===== config.mk =====
export PLATFORM = sky130hd
export DESIGN_NAME = hls_run_ctrl_flat
export DESIGN_NICKNAME = d
export VERILOG_FILES = /design/src/rtl/hls_run_ctrl_if.sv /design/src/rtl/hls_run_ctrl.sv /design/src/flat_wrapper.sv
export SDC_FILE = /design/constraint.sdc
export NUM_CORES = 1
export LEC_CHECK = 0
export ABC_CLOCK_PERIOD_IN_PS = 3050
export BUFFER_PORTS_ARGS = -buffer_cell sky130_fd_sc_hd__buf_2
export CORE_ASPECT_RATIO = 2
export CORE_MARGIN = 10
export CORE_UTILIZATION = 53
export CTS_CLUSTER_SIZE = 10
export DETAILED_ROUTE_END_ITERATION = 7
export HOLD_SLACK_MARGIN = 0.1
export PLACE_DENSITY = 0.81
export REMOVE_ABC_BUFFERS = 1
export SYNTH_ARGS = -nofsm -noshare
export SYNTH_HDL_FRONTEND = slang
export SYNTH_SLANG_ARGS = --single-unit

===== constraint.sdc =====
create_clock -name clock -period 3.05 [get_ports clock]
set_clock_uncertainty 0.15 [all_clocks]
set_input_delay 0 -clock clock [delete_from_list [all_inputs] [get_ports clock]]
set_output_delay 0 -clock clock [all_outputs]
set_load 0.05 [all_outputs]

===== src/rtl/hls_run_ctrl_if.sv =====
// Host-side bundle of hls_run_ctrl: word-load handshake, run request and per-run results.
// HLS_RUN_CTRL_STATS_EN adds the run statistics outputs.
interface hls_run_ctrl_if #(
  parameter int ADDR_W = 14,
  parameter int DATA_W = 16,
  parameter int CNT_W  = 32,
  parameter int RUN_W  = 8
);
  logic              ld_valid;
  logic              ld_ready;
  logic [ADDR_W-1:0] ld_addr;
  logic [DATA_W-1:0] ld_data;
  logic [7:0]        ld_size;
  logic              run_req;
  logic [RUN_W-1:0]  run_count;
  logic              busy;
  logic              res_valid;
  logic [CNT_W-1:0]  res_cycles;
  logic [RUN_W-1:0]  res_index;
  logic              res_timeout;
`ifdef HLS_RUN_CTRL_STATS_EN
  logic [CNT_W-1:0]       stat_min;
  logic [CNT_W-1:0]       stat_max;
  logic [CNT_W+RUN_W-1:0] stat_sum;
`endif

  modport master (
    output ld_valid, ld_addr, ld_data, ld_size, run_req, run_count,
    input  ld_ready, busy, res_valid, res_cycles, res_index, res_timeout
`ifdef HLS_RUN_CTRL_STATS_EN
    , input stat_min, stat_max, stat_sum
`endif
  );

  modport slave (
    input  ld_valid, ld_addr, ld_data, ld_size, run_req, run_count,
    output ld_ready, busy, res_valid, res_cycles, res_index, res_timeout
`ifdef HLS_RUN_CTRL_STATS_EN
    , output stat_min, stat_max, stat_sum
`endif
  );
endinterface


===== src/rtl/hls_run_ctrl.sv =====
// Run controller for a Bambu accelerator: host word loads, back-to-back timed runs, watchdog abort.
// Defining HLS_RUN_CTRL_STATS_EN adds min/max/sum statistics over non-timeout runs.
module hls_run_ctrl #(
  parameter int          N_CH    = 2,
  parameter int          ADDR_W  = 14,
  parameter int          DATA_W  = 16,
  parameter int          CNT_W   = 32,
  parameter int          RUN_W   = 8,
  parameter int unsigned TIMEOUT = 200000000
) (
  input  logic                     clock,
  input  logic                     reset,
  hls_run_ctrl_if.slave            host,
  output logic                     start_port,
  input  logic                     done_port,
  output logic                     acc_resetn,
  output logic [N_CH-1:0]          S_oe_ram,
  output logic [N_CH-1:0]          S_we_ram,
  output logic [N_CH*ADDR_W-1:0]   S_addr_ram,
  output logic [N_CH*DATA_W-1:0]   S_Wdata_ram,
  output logic [N_CH*8-1:0]        S_data_ram_size,
  input  logic [N_CH-1:0]          Sout_DataRdy
);
  localparam logic [2:0] S_IDLE  = 3'd0;
  localparam logic [2:0] S_WRITE = 3'd1;
  localparam logic [2:0] S_START = 3'd2;
  localparam logic [2:0] S_RUN   = 3'd3;
  localparam logic [2:0] S_GAP   = 3'd4;
  localparam logic [2:0] S_ABORT = 3'd5;

  localparam logic [CNT_W-1:0] TO    = CNT_W'(TIMEOUT);
  localparam logic [CNT_W-1:0] ONE_C = CNT_W'(1);
  localparam logic [RUN_W-1:0] ONE_R = RUN_W'(1);

  logic [2:0]        state;
  logic              alive;
  logic [CNT_W-1:0]  cnt;
  logic [RUN_W-1:0]  runs_left;
  logic [RUN_W-1:0]  run_idx;
  logic [ADDR_W-1:0] addr_q;
  logic [DATA_W-1:0] data_q;
  logic [7:0]        size_q;
  logic              abort_cnt;
  logic              res_vld_q;
  logic [CNT_W-1:0]  res_cyc_q;
  logic [RUN_W-1:0]  res_idx_q;
  logic              res_to_q;
  logic              run_acc;
  logic              ld_acc;
  logic              done_hit;
  logic [CNT_W-1:0]  run_len;
  logic              unused_rdy;

  assign unused_rdy = ^Sout_DataRdy;

  // alive keeps ld_ready and acc_resetn low until the first cycle after reset releases
  assign host.ld_ready    = alive && (state == S_IDLE) && !host.run_req;
  assign host.busy        = (state != S_IDLE);
  assign host.res_valid   = res_vld_q;
  assign host.res_cycles  = res_cyc_q;
  assign host.res_index   = res_idx_q;
  assign host.res_timeout = res_to_q;
  assign start_port       = (state == S_START);
  assign acc_resetn       = alive && (state != S_ABORT);

  assign run_acc  = alive && (state == S_IDLE) && host.run_req;
  assign ld_acc   = host.ld_valid && host.ld_ready;
  assign done_hit = (state == S_RUN) && done_port;
  assign run_len  = cnt + ONE_C;

  always_comb begin
    S_oe_ram        = '0;
    S_we_ram        = '0;
    S_addr_ram      = '0;
    S_Wdata_ram     = '0;
    S_data_ram_size = '0;
    if (state == S_WRITE) begin
      S_we_ram[0]               = 1'b1;
      S_addr_ram[ADDR_W-1:0]    = addr_q;
      S_Wdata_ram[DATA_W-1:0]   = data_q;
      S_data_ram_size[7:0]      = size_q;
    end
  end

  always_ff @(posedge clock) begin
    if (!reset) begin
      state     <= S_IDLE;
      alive     <= 1'b0;
      cnt       <= '0;
      runs_left <= '0;
      run_idx   <= '0;
      addr_q    <= '0;
      data_q    <= '0;
      size_q    <= '0;
      abort_cnt <= 1'b0;
      res_vld_q <= 1'b0;
      res_cyc_q <= '0;
      res_idx_q <= '0;
      res_to_q  <= 1'b0;
    end else begin
      alive     <= 1'b1;
      res_vld_q <= 1'b0;
      case (state)
        S_IDLE: begin
          if (run_acc) begin
            runs_left <= (host.run_count == '0) ? ONE_R : host.run_count;
            run_idx   <= '0;
            state     <= S_START;
          end else if (ld_acc) begin
            addr_q <= host.ld_addr;
            data_q <= host.ld_data;
            size_q <= host.ld_size;
            cnt    <= ONE_C;
            state  <= S_WRITE;
          end
        end
        S_WRITE: begin
          if (Sout_DataRdy[0]) begin
            state <= S_IDLE;
          end else if (cnt == TO) begin
            res_vld_q <= 1'b1;
            res_to_q  <= 1'b1;
            res_cyc_q <= TO;
            res_idx_q <= '0;
            abort_cnt <= 1'b0;
            state     <= S_ABORT;
          end else begin
            cnt <= run_len;
          end
        end
        S_START: begin
          cnt   <= ONE_C;
          state <= S_RUN;
        end
        S_RUN: begin
          // done takes priority over a watchdog expiring in the same cycle
          if (done_hit) begin
            res_vld_q <= 1'b1;
            res_to_q  <= 1'b0;
            res_cyc_q <= run_len;
            res_idx_q <= run_idx;
            if (runs_left > ONE_R) begin
              runs_left <= runs_left - ONE_R;
              run_idx   <= run_idx + ONE_R;
              state     <= S_GAP;
            end else begin
              runs_left <= '0;
              state     <= S_IDLE;
            end
          end else if (cnt == TO) begin
            res_vld_q <= 1'b1;
            res_to_q  <= 1'b1;
            res_cyc_q <= TO;
            res_idx_q <= run_idx;
            runs_left <= '0;
            abort_cnt <= 1'b0;
            state     <= S_ABORT;
          end else begin
            cnt <= run_len;
          end
        end
        S_GAP: state <= S_START;
        S_ABORT: begin
          abort_cnt <= 1'b1;
          if (abort_cnt) state <= S_IDLE;
        end
        default: state <= S_IDLE;
      endcase
    end
  end

`ifdef HLS_RUN_CTRL_STATS_EN
  localparam int SUM_W = CNT_W + RUN_W;

  logic [CNT_W-1:0] stat_min_q;
  logic [CNT_W-1:0] stat_max_q;
  logic [SUM_W-1:0] stat_sum_q;

  assign host.stat_min = stat_min_q;
  assign host.stat_max = stat_max_q;
  assign host.stat_sum = stat_sum_q;

  // stats land together with res_valid so they are final by the time busy drops
  always_ff @(posedge clock) begin
    if (!reset) begin
      stat_min_q <= '1;
      stat_max_q <= '0;
      stat_sum_q <= '0;
    end else if (run_acc) begin
      stat_min_q <= '1;
      stat_max_q <= '0;
      stat_sum_q <= '0;
    end else if (done_hit) begin
      if (run_len < stat_min_q) stat_min_q <= run_len;
      if (run_len > stat_max_q) stat_max_q <= run_len;
      stat_sum_q <= stat_sum_q + SUM_W'(run_len);
    end
  end
`endif
endmodule


===== src/flat_wrapper.sv =====
// flat-port wrapper written by rule: the top's interface ports become plain ports
module hls_run_ctrl_flat 
#(
  parameter int          N_CH    = 2,
  parameter int          ADDR_W  = 14,
  parameter int          DATA_W  = 16,
  parameter int          CNT_W   = 32,
  parameter int          RUN_W   = 8,
  parameter int unsigned TIMEOUT = 200000000
)
  (clock, reset, start_port, done_port, acc_resetn, S_oe_ram, S_we_ram, S_addr_ram, S_Wdata_ram, S_data_ram_size, Sout_DataRdy, host_ld_valid, host_ld_addr, host_ld_data, host_ld_size, host_run_req, host_run_count, host_ld_ready, host_busy, host_res_valid, host_res_cycles, host_res_index, host_res_timeout);
  hls_run_ctrl_if #(.ADDR_W(ADDR_W), .DATA_W(DATA_W), .CNT_W(CNT_W), .RUN_W(RUN_W)) host_i ();
  input  logic clock;
  input  logic reset;
  output logic start_port;
  input  logic done_port;
  output logic acc_resetn;
  output logic [N_CH-1:0] S_oe_ram;
  output logic [N_CH-1:0] S_we_ram;
  output logic [N_CH*ADDR_W-1:0] S_addr_ram;
  output logic [N_CH*DATA_W-1:0] S_Wdata_ram;
  output logic [N_CH*8-1:0] S_data_ram_size;
  input  logic [N_CH-1:0] Sout_DataRdy;
  input wire logic [$bits(host_i.ld_valid)-1:0] host_ld_valid;
  input wire logic [$bits(host_i.ld_addr)-1:0] host_ld_addr;
  input wire logic [$bits(host_i.ld_data)-1:0] host_ld_data;
  input wire logic [$bits(host_i.ld_size)-1:0] host_ld_size;
  input wire logic [$bits(host_i.run_req)-1:0] host_run_req;
  input wire logic [$bits(host_i.run_count)-1:0] host_run_count;
  output wire logic [$bits(host_i.ld_ready)-1:0] host_ld_ready;
  output wire logic [$bits(host_i.busy)-1:0] host_busy;
  output wire logic [$bits(host_i.res_valid)-1:0] host_res_valid;
  output wire logic [$bits(host_i.res_cycles)-1:0] host_res_cycles;
  output wire logic [$bits(host_i.res_index)-1:0] host_res_index;
  output wire logic [$bits(host_i.res_timeout)-1:0] host_res_timeout;
  assign host_i.ld_valid = host_ld_valid;
  assign host_i.ld_addr = host_ld_addr;
  assign host_i.ld_data = host_ld_data;
  assign host_i.ld_size = host_ld_size;
  assign host_i.run_req = host_run_req;
  assign host_i.run_count = host_run_count;
  assign host_ld_ready = host_i.ld_ready;
  assign host_busy = host_i.busy;
  assign host_res_valid = host_i.res_valid;
  assign host_res_cycles = host_i.res_cycles;
  assign host_res_index = host_i.res_index;
  assign host_res_timeout = host_i.res_timeout;
  hls_run_ctrl #(.N_CH(N_CH), .ADDR_W(ADDR_W), .DATA_W(DATA_W), .CNT_W(CNT_W), .RUN_W(RUN_W), .TIMEOUT(TIMEOUT)) u_core (.clock(clock), .reset(reset), .host(host_i), .start_port(start_port), .done_port(done_port), .acc_resetn(acc_resetn), .S_oe_ram(S_oe_ram), .S_we_ram(S_we_ram), .S_addr_ram(S_addr_ram), .S_Wdata_ram(S_Wdata_ram), .S_data_ram_size(S_data_ram_size), .Sout_DataRdy(Sout_DataRdy));
endmodule

Yosys cells after proc, flatten, opt, wreduce, memory -nomap -nowiden
Index checks and enable logic that the tools add are counted.
- register bits: 133
- output and inout port bits: 126
- logic and storage cells: 107
- add/sub/neg operators: 3
- magnitude comparators: 1
- equality and inequality tests: 18
- muxes and demuxes: 49
- bitwise logic cells: 1
- reduce and logical (&&, ||, !) cells: 22
- operators with widths (kind ; number):
    $mux 32 ; 8
    $pmux 32 s4 ; 1
    $mux 8 ; 12
    $pmux 32 s2 ; 1
    $pmux 8 s2 ; 3
    $add 32x1->32 const B ; 1
    $eq 32x28->1 const B ; 1
    $mux 3 ; 7
    $pmux 3 s6 ; 1
    $mux 16 ; 1
    $mux 14 ; 1
    $mux 1 ; 11
    $ne 2x2->1 const B ; 5
    $reduce_and 3->1 ; 3
    $add 8x1->8 const B ; 1
    $gt 8x1->1 const B ; 1
    $logic_not 8->1 ; 1
    $ne 2x1->1 const B ; 4
    $reduce_and 4->1 ; 2
    $sub 8x1->8 const B ; 1
    $eq 3x2->1 const B ; 2
    $eq 3x3->1 const B ; 2
    $logic_and 1x1->1 ; 6
    $reduce_bool 3->1 ; 2
    13 further kinds ; 16

Depth between registers and ports, before layout
Gate-level depths: netlist of the first run.
- word-level depth: 7
- mapped depth: 10
- gate-level depth less buffers: 8

Worst setup path before layout of the first run
Ideal clock, no wire load.
- kind: register to output
- from: reg u_core.state[2]
- to: out host_ld_ready
- arrival time: 2260 ps
- data required time: 2900 ps
- path slack: 640 ps
- cell stages (with the launch flop): 5
- buffers on the path: 1
- path through: dfxtp_1 > buf_2 > nor3_1 > inv_1 > nor3b_1
- cells in the longest elaborated chain, start to end: 3
- ends and longest elaborated chain (item ; RTL line ; text):
    from (decl) ; hls_run_ctrl.sv:35 ; logic [2:0] state;
    from (signal assigned) ; hls_run_ctrl.sv:87 ; state <= S_IDLE;
    from (signal assigned) ; hls_run_ctrl.sv:108 ; state <= S_START;
    from (signal assigned) ; hls_run_ctrl.sv:114 ; state <= S_WRITE;
    $logic_not 3->1 ; hls_run_ctrl.sv:57 ; assign host.ld_ready = alive && (state == S_IDLE) && !host.run_req;
    $logic_and 1x1->1 (2 in a row) ; hls_run_ctrl.sv:57 ;
    to (decl) ; flat_wrapper.sv:30 ; output wire logic [$bits(host_i.ld_ready)-1:0] host_ld_ready;
Every way passes these cells.

Worst setup path after layout of the first run
- from: reg u_core.cnt[1]
- to: reg u_core.cnt[27]
- cells in the longest elaborated chain, start to end: 4
- ends and longest elaborated chain (item ; RTL line ; text):
    from (decl) ; hls_run_ctrl.sv:37 ; logic [CNT_W-1:0] cnt;
    from (signal assigned) ; hls_run_ctrl.sv:128 ; cnt <= run_len;
    from (signal assigned) ; hls_run_ctrl.sv:159 ; cnt <= run_len;
    $add 32x1->32 / $eq 32x28->1 (equally long branches) ; hls_run_ctrl.sv:69, hls_run_ctrl.sv:120, hls_run_ctrl.sv:150 ;
    $mux 32 * ; hls_run_ctrl.sv:120, hls_run_ctrl.sv:150 ;
    $mux 32, on equally long branches ; hls_run_ctrl.sv:137, hls_run_ctrl.sv:118 ;
    $pmux 32 s4 * ; hls_run_ctrl.sv:103 ; case (state)
Mark *: on every way between the ends. The rest lies on a longest branch, timed or not. The select of a mux whose other input is x is not followed.
A chain may end at the register's enable or synchronous reset.

==> results of run 1 <==
-- cell usage in the layout (no fill, tap or decap), drive strengths merged, types with 6 or more instances in the layout --
cell and n:
a211oi 6, a21oi 73, and2 48, and3 6, buf 162, clkbuf 21
conb 41, dfxtp 133, dlygate4sd3 51, inv 11, nand2 117, nand3 47
nand4 13, nor2 54, nor3 23, o211ai 16, o21ai 35, o2bb2ai 18
o31ai 12, or3 10, xnor2 22, xor2 15
-- through the flow --
stage	hold WS, ns	utilization (%)	power [mW]
global placement	0.0913	59.6	2.35
finish	0.234	68.9	4.50
global route	0.245	68.9	4.66
CTS	0.218	68.9	4.53
floorplan	-0.122	-	2.18
detailed placement	0.0967	59.6	2.35
-- worst max-delay path, stage by stage (launching register included) --
cell	delay, ns
dfxtp_1	0.34
inv_1	0.06
ha_1	0.12
nor4b_1	0.37
nand4_1	0.25
or4_4	0.50
nand2_2	0.34
buf_4	0.24
o211ai_1	0.10
o21ai_0	0.13
-- flip-flops by register name (all words and copies together), names as in the netlist --
name                     count
u_core.addr_q               14
u_core.size_q                8
u_core.state                 3
u_core.runs_left             8
u_core.data_q               16
u_core.cnt                  32
u_core.run_idx               8
u_core.host.res_valid        1
u_core.host.res_timeout      1
u_core.alive                 1
u_core.host.res_cycles      32
u_core.host.res_index        8
u_core.abort_cnt             1
-- final timing paths --
kind,depth (start not counted),slack [ns],endpoint,start
min,4,0.23,u_core.size_q[6]$_SDFFE_PN0P_,host_ld_size[6]
min reg2reg,2,0.30,u_core.data_q[0]$_SDFFE_PN0P_,u_core.data_q[0]$_SDFFE_PN0P_
max reg2reg,9,0.35,u_core.cnt[27]$_SDFFE_PN0P_,u_core.cnt[1]$_SDFFE_PN0P_
max,9,0.35,u_core.cnt[27]$_SDFFE_PN0P_,u_core.cnt[1]$_SDFFE_PN0P_
-- layout make-up --
type                    instances  share of cell area (%)
clock buffers                  21                    5.63
well taps                     147                    2.20
clock inverters                10                    1.77
flip-flops and latches        133                    31.9
inverters                      10                   0.449
repair buffers                213                    16.6
multi-input cells             617                    41.5
-- cells by family after synthesis --
logic type | synth area share (%)
xor+xnor | 4.93
compound gates | 18.2
other cells | 0.0571
buf+inv | 9.02
flops | 40.5
fa+ha+maj | 0.952
simple gates | 26.3
-- where the power goes --
group,internal (mW),switching (mW)
sequential,1.77,0.0263
combinational,0.176,0.407
clock,1.35,0.767
total,3.30,1.20
-- repair_timing --
item,in CTS,in global routing
hold buffers,51,0
gates resized for setup,0,0
hold endpoints to repair,60,0
-- metal layers --
metal	up-vias	GRT usage (%)	wire, um
li1	3118	-	-
met1	2987	22.1	7230
met2	275	39.1	10200
met3	62	4.52	1130
met4	0	12.7	837
met5	-	0	0
==> results.sh, run 1 <==
export IMPL_grt_pass1_wl_um=31500
export IMPL_cts_buffers=17
export IMPL_grt_pass1_vias=6465
export IMPL_rsz0062_at_grt="false"
export IMPL_setup_violations=0
export IMPL_synth_common_cells="133 x dfxtp_1, 116 x nand2_1, 73 x a21oi_1"
export IMPL_cp_max_fo=18
export IMPL_cts_sinks=133
export IMPL_timing_final_crit_share_pct=88.6
export IMPL_yosysWarnings=0
export IMPL_grt_overflow_total=0
export IMPL_syn_area_mm2=0.00657
export IMPL_htreeDepth=4
export IMPL_wire_per_inst_um=16.8
export IMPL_nets=1050
export IMPL_n_fill_cell=956
export IMPL_hold_violations=0
export IMPL_drc=0
export IMPL_final_cell_area_mm2=0.00836
export IMPL_fmaxAchievable_mhz=370
export IMPL_area_growth_pct=27.2
export IMPL_drtAntennaViolNets=0
export IMPL_synth_ff_type="dfxtp_1"
export IMPL_dp_cells=1069
export IMPL_clockBufferDepth=2
export IMPL_core_area_mm2=0.0121
export IMPL_gp_congestion=0.944
export IMPL_vias=6442
export IMPL_fp_dieW_um=98.7
export IMPL_grt_max_degree=69
export IMPL_synth_cells=817
export IMPL_cp_start_kind="flip-flop"
export IMPL_synth_area_leaders="dfxtp_1 41%, nand2_1 6.6%, a21oi_1 5.6%, buf_4 4.8%, and2_1 4.5%"
export IMPL_ys_seq_area_share_pct=40.5
export IMPL_synth_most_common_cell="dfxtp_1"
export IMPL_min_period_ns=2.70
export IMPL_clk_latency_ns=0.41
export IMPL_synth_edf_count=0
export IMPL_cap_violations=0
export IMPL_die_area_mm2=0.0175
export IMPL_cts_setup_buffers=0
export IMPL_vdd_drop_max_v=0.000410
export IMPL_ys_async_sr_fraction_pct=0
export IMPL_cts_tree="built"
export IMPL_drtIter0Drc=347
export IMPL_p_leak_nw=3.41
export IMPL_drv_slew=0
export IMPL_critPathCaptureType="flip-flop"
export IMPL_grt_use_total_pct=21.6
export IMPL_port_buffers=136
export IMPL_powerDensity_mw_per_mm2=539
export IMPL_place_detailed_hpwl_um=13300
export IMPL_start_util_pct=54.2
export IMPL_num_antenna_cells=0
export IMPL_required_ns=3.22
export IMPL_finalNonFillerCells=1151
export IMPL_synth_top_area_cell="dfxtp_1"
export IMPL_clkTransAtPathRegs_ns=0.06
export IMPL_hold_path_class="input pin to flip-flop"
export IMPL_first_pass_iters=5
export IMPL_synth_cell_types=57
export IMPL_timing_final_ws_setup_ns=0.348
export IMPL_antenna_found_initial=0
export IMPL_worstSetupPathType="flip-flop to flip-flop"
export IMPL_worst_pin_slew_ns=0.761
export IMPL_dieHeight_um=177
export IMPL_dpl_worst_slack_ns=0.428
export IMPL_cts_root_buf="clkbuf_16"
export IMPL_vias_per_cell=5.60
export IMPL_drt_total_wl_um=19400
export IMPL_status="finished clean"
export IMPL_crit_arrival_ns=2.87
export IMPL_synth_area_per_cell_um2=8.04
export IMPL_design_portCount=179
export IMPL_multi_input_area_mm2=0.00347
export IMPL_placed_area_mm2=0.00723
export IMPL_setup_tns_ns=0
export IMPL_layout_drive_gt1_share_pct=21.0
export IMPL_regArea_mm2=0.00266
export IMPL_row_count=57
export IMPL_yosysTopAreaCellShare_pct=40.5
export IMPL_ys_ff_latch=133
export IMPL_slew_headroom_pct=49.3
Power figures use the tool's default switching activity.
==> inputs of run 2 (changes only) <==
Settings changed: ABC_CLOCK_PERIOD_IN_PS 3050 to 3100, PLACE_DENSITY 0.81 to 0.83, REMOVE_ABC_BUFFERS 1 to not set.
Clock period 3.05 ns to 3.1 ns, I/O delays scaled along.
==> run 2 against run 1 <==
Critical path depth grew 2. Via count grew 0.43%. Utilization grew 0.17 points. Count of clock-buffer cells in the layout shrank 2. Critical path type unchanged. Combinational power shrank 3%. Non-clock buffer count shrank 2. Sequential cell count is the same. Routed wire length grew 4.5%. Sequential power is essentially flat. Largest cell class unchanged.
==> results.sh, run 2 (synthesis results as in run 1) <==
export IMPL_status="finished clean"
export IMPL_layout_drive_gt1_share_pct=20.8
export IMPL_dp_cells=1065
export IMPL_cts_tree="built"
export IMPL_nets=1048
export IMPL_powerDensity_mw_per_mm2=541
export IMPL_gp_congestion=0.992
export IMPL_drc=0
export IMPL_fp_dieW_um=98.7
export IMPL_cts_sinks=133
export IMPL_row_count=57
export IMPL_design_portCount=179
export IMPL_clk_latency_ns=0.42
export IMPL_worst_pin_slew_ns=0.997
export IMPL_drtAntennaViolNets=0
export IMPL_clockBufferDepth=2
export IMPL_required_ns=3.25
export IMPL_place_detailed_hpwl_um=13700
export IMPL_grt_max_degree=69
export IMPL_vias=6470
export IMPL_cp_start_kind="flip-flop"
export IMPL_fmaxAchievable_mhz=353
export IMPL_post_route_util_pct=69.1
export IMPL_setup_tns_ns=0
export IMPL_timing_final_crit_share_pct=91.4
export IMPL_grt_pass1_vias=6430
export IMPL_core_area_mm2=0.0121
export IMPL_cts_root_buf="clkbuf_16"
export IMPL_clkTransAtPathRegs_ns=0.06
export IMPL_vias_per_cell=5.63
export IMPL_rsz0062_at_grt="false"
export IMPL_die_area_mm2=0.0175
export IMPL_area_growth_pct=27.5
export IMPL_slew_headroom_pct=33.1
export IMPL_grt_use_total_pct=22.2
export IMPL_drt_total_wl_um=20300
export IMPL_first_pass_iters=5
export IMPL_postCtsHoldBufs=53
export IMPL_htreeDepth=4
export IMPL_critPathCaptureType="flip-flop"
export IMPL_hold_violations=0
export IMPL_worstSetupPathType="flip-flop to flip-flop"
export IMPL_final_common_cell="buf_2"
export IMPL_vdd_drop_max_v=0.000437
export IMPL_drv_slew=0
export IMPL_wire_per_inst_um=17.6
export IMPL_cts_setup_buffers=0
export IMPL_cts_buffers=17
export IMPL_cts_resized_gates=0
export IMPL_dieHeight_um=177
export IMPL_drtIter0Drc=379
export IMPL_finalNonFillerCells=1150
export IMPL_min_period_ns=2.83
export IMPL_crit_arrival_ns=2.99
export IMPL_cap_violations=0
export IMPL_cp_max_fo=16
export IMPL_hold_path_class="input pin to flip-flop"
export IMPL_p_leak_nw=3.43
export IMPL_antenna_found_initial=0
export IMPL_grt_overflow_total=0
export IMPL_layout_common_cells="136 x buf_2, 133 x dfxtp_1, 116 x nand2_1"
export IMPL_start_util_pct=54.2
export IMPL_grt_pass1_wl_um=32300
export IMPL_setup_violations=0
export IMPL_num_antenna_cells=0
export IMPL_port_buffers=136
-- run 2: cell count changes in the layout (fill, tap and decap cells not counted), sizes merged --
cell	change
dlygate4sd3	+2
bufinv	+1
buf	-4
clkinv	+1
inv	+2
clkinvlp	-1
clkbuf	-2
-- run 2: final timing paths --
check,start,end,slack (ns),depth (start not counted)
hold / removal,host_ld_addr[5],u_core.addr_q[5]$_SDFFE_PN0P_,0.21,4
hold reg to reg,u_core.data_q[6]$_SDFFE_PN0P_,u_core.data_q[6]$_SDFFE_PN0P_,0.30,2
setup reg to reg,u_core.cnt[0]$_SDFFE_PN0P_,u_core.runs_left[6]$_SDFFE_PN0P_,0.27,11
setup / recovery,u_core.cnt[0]$_SDFFE_PN0P_,u_core.runs_left[6]$_SDFFE_PN0P_,0.27,11
-- run 2: stage by stage --
step           total power [mW]  cell area [um2]  hold WS, ns  setup slack, ns
2_1_floorplan              2.23             6720       -0.122            0.690
3_3_place_gp               2.30             7200       0.0908            0.508
3_5_place_dp               2.31             7200       0.0958            0.495
4_1_cts                    4.54             8380        0.207            0.288
5_1_grt                    4.69             8380        0.216            0.129
6_report                   4.53             8380        0.211            0.265
-- run 2: report_power, final --
group | switching, mW | internal (mW)
Combinational | 0.400 | 0.166
Clock | 0.793 | 1.40
Sequential | 0.0299 | 1.74
-- run 2: layer usage --
layer  up-vias  routed length (um)  global-route usage (%)
met5         -                   0                       0
met4         0                 884                    12.6
met3        62                1210                    5.41
met2       290               10700                    40.6
met1      3003                7460                    22.1
li1       3115                   -                       -
-- run 2: cell type report --
type                    instances  area (um2)
repair buffers                211        1380
multi-input cells             617        3470
fillers                       905        3750
clock buffers                  19         453
well taps                     147         184
inverters                      10        37.5
flip-flops and latches        133        2660
clock inverters                13         195
-- run 2: worst max-delay path, cell delays in order (launching register included) --
cell and delay, ns:
dfxtp_1 0.46, inv_1 0.08, ha_1 0.21, nor4b_1 0.14, nand4_1 0.18, nor3_2 0.06, buf_4 0.16, o31ai_1 0.25
buf_4 0.25, nand2b_1 0.12, a21oi_1 0.06, dlygate4sd3_1 0.60
==> inputs of run 3 (changes only) <==
Settings changed: ABC_AREA set to 1, CORE_UTILIZATION 53 to 54.
==> run 3 against run 2 <==
Non-clock buffer count grew 30. Sequential power about the same. Global-route usage grew 4.5 points. First-iteration DRC count rose by 21%. Via count up 22%. Design area is 11% higher. Routed wire length is 23% higher. Area after synthesis rose by 10%. Utilization is 2.0 points higher. Critical endpoint is now u_core.runs_left[1]$_SDFFE_PN0P_. Largest power group unchanged. Highest routed layer unchanged.
==> results.sh, run 3 <==
export IMPL_p_leak_nw=4.00
export IMPL_cts_sinks=133
export IMPL_drtAntennaViolNets=0
export IMPL_synth_top_area_cell="dfxtp_1"
export IMPL_place_detailed_hpwl_um=15500
export IMPL_worst_pin_slew_ns=0.672
export IMPL_timing_final_crit_share_pct=92.0
export IMPL_cap_violations=0
export IMPL_ys_ff_latch=133
export IMPL_grt_max_degree=77
export IMPL_placed_area_mm2=0.00776
export IMPL_htreeDepth=4
export IMPL_grt_pass1_vias=8227
export IMPL_grt_overflow_total=0
export IMPL_first_pass_iters=6
export IMPL_critPathBufInv=3
export IMPL_synth_common_cells="249 x nand2_1, 212 x nor2_1, 133 x dfxtp_1"
export IMPL_ys_async_sr_fraction_pct=0
export IMPL_r2r_start="u_core.state[0]$_SDFFE_PN0P_"
export IMPL_drt_total_wl_um=24900
export IMPL_start_util_pct=55.3
export IMPL_crit_arrival_ns=3.06
export IMPL_grt_busiest_layer="met2"
export IMPL_drc=0
export IMPL_vias_per_cell=5.31
export IMPL_powerDensity_mw_per_mm2=492
export IMPL_synth_cells=1109
export IMPL_worstSetupPathType="flip-flop to flip-flop"
export IMPL_required_ns=3.31
export IMPL_cp_max_fo=25
export IMPL_layout_drive_gt1_share_pct=16.2
export IMPL_cts_buffers=17
export IMPL_cp_top_family="simple AND/OR/NAND/NOR gates"
export IMPL_cpPeakStageDelay_ns=0.57
export IMPL_multi_input_area_mm2=0.00369
export IMPL_wire_per_inst_um=16.8
export IMPL_met2_usage_pct=48.4
export IMPL_slowest_stage="dlygate4sd3_1"
export IMPL_layout_common_cells="248 x nand2_1, 212 x nor2_1, 136 x buf_2"
export IMPL_met1_usage_pct=24.7
export IMPL_syn_area_mm2=0.00723
export IMPL_finalNonFillerCells=1489
export IMPL_area_growth_pct=28.5
export IMPL_status="finished clean"
export IMPL_final_common_cell="nand2_1"
export IMPL_dp_cells=1360
export IMPL_fmaxAchievable_mhz=351
export IMPL_clockBufferDepth=2
export IMPL_clkTransAtPathRegs_ns=0.07
export IMPL_port_buffers=136
export IMPL_ys_seq_area_share_pct=36.8
export IMPL_cp_cell_sequence="nand3_4, nor2_8, inv_2, nor2_4, inv_2, o21ai_0, o21ai_0, nor2_1, dlygate4sd3_1"
export IMPL_clk_latency_ns=0.42
export IMPL_setup_violations=0
export IMPL_final_cell_area_mm2=0.00929
export IMPL_synth_cell_types=38
export IMPL_cp_start_kind="flip-flop"
export IMPL_rsz0062_at_grt="false"
export IMPL_fp_dieW_um=102
export IMPL_setup_tns_ns=0
export IMPL_grt_pass1_wl_um=40000
export IMPL_grtUsageMet3_pct=7.38
export IMPL_dieHeight_um=184
export IMPL_hold_path_class="input pin to flip-flop"
export IMPL_hold_worst_slack_ns=0.144
export IMPL_drtIter0Drc=459
export IMPL_gp_congestion=0.980
export IMPL_yosysWarnings=0
export IMPL_yosysTopAreaCellShare_pct=36.8
export IMPL_synth_most_common_cell="nand2_1"
export IMPL_antenna_found_initial=3
export IMPL_cp_startpoint="u_core.state[0]$_SDFFE_PN0P_"
export IMPL_synth_ff_type="dfxtp_1"
export IMPL_cts_tree="built"
export IMPL_drv_slew=0
export IMPL_regArea_mm2=0.00266
export IMPL_min_period_ns=2.85
export IMPL_vias=7912
export IMPL_grt_use_total_pct=26.7
export IMPL_synth_area_per_cell_um2=6.52
export IMPL_row_count=59
export IMPL_hold_violations=0
export IMPL_synth_area_leaders="dfxtp_1 37%, nand2_1 13%, nor2_1 11%, a21oi_1 7.2%, inv_1 5.7%"
export IMPL_slew_headroom_pct=55.2
export IMPL_critPathCaptureType="flip-flop"
export IMPL_core_area_mm2=0.0131
export IMPL_nets=1379
export IMPL_die_area_mm2=0.0187
export IMPL_synth_edf_count=0
export IMPL_holdCritStartpoint="host_ld_valid"
export IMPL_vdd_drop_max_v=0.000385
export IMPL_n_fill_cell=979
export IMPL_design_portCount=179
export IMPL_cts_root_buf="clkbuf_16"
==> run 3: changes by cell type in the layout (fill, tap and decap cells not counted), sizes merged, moves of 35 or more <==
cell         change
and2            -46
dlygate4sd3     +41
inv            +114
nand2          +140
nor2           +167
o21ai           +35
==> run 3: cell families after synthesis <==
group,Yosys count,synth area share (%)
AND/OR/NAND/NOR,564,33.3
buffers and inverters,210,14.3
AO/OA/AOI/OAI,182,13.0
flip-flops,133,36.8
XOR/XNOR,14,1.70
adder cells (fa/ha/maj),5,0.866
other,1,0.0519
==> run 3: layer usage <==
layer / up-vias / routed length, um
li1: 3837 / -
met1: 3591 / 8420
met2: 365 / 13000
met3: 119 / 1910
met4: 0 / 1560
met5: - / 0
==> run 3: path summary, 6_finish.rpt <==
kind	slack [ns]	depth (start not counted)	end
max	0.25	9	u_core.runs_left[1]$_SDFFE_PN0P_
min reg2reg	0.31	2	u_core.host.res_cycles[17]$_SDFFE_PN0P_
min	0.14	5	u_core.cnt[10]$_SDFFE_PN0P_
max reg2reg	0.25	9	u_core.runs_left[1]$_SDFFE_PN0P_
==> run 3: through the flow <==
step | setup WS, ns | util, % | power [mW]
after CTS | 0.366 | 71.0 | 4.52
final | 0.249 | 71.1 | 4.57
after global placement | 0.850 | 59.4 | 2.44
after global routing | 0.0827 | 71.1 | 4.70
after detailed placement | 0.788 | 59.4 | 2.45
after floorplan | 0.795 | - | 2.39
==> run 3: power breakdown <==
group / switching [mW] / internal (mW)
Clock: 0.862 / 1.15
Sequential: 0.0354 / 1.76
Combinational: 0.531 / 0.231
==> run 3: tightest hold or removal path, stage by stage <==
cell	delay, ns
buf_2	0.13
a31oi_4	0.25
nor2_8	0.13
nand4_1	0.10
a21oi_1	0.06
==> run 3: final cells by class <==
type | count | area share, %
multi-input cells | 806 | 39.7
well taps | 152 | 2.05
clock buffers | 18 | 4.73
flip-flops and latches | 133 | 28.7
diodes | 3 | 0.0808
repair buffers | 241 | 18.3
inverters | 122 | 4.93
clock inverters | 14 | 1.52
==> run 3: timing repair <==
action                    CTS  global route
gates resized for setup     0             0
setup buffers               0             0
hold buffers               94             0
hold endpoints to repair   75             0
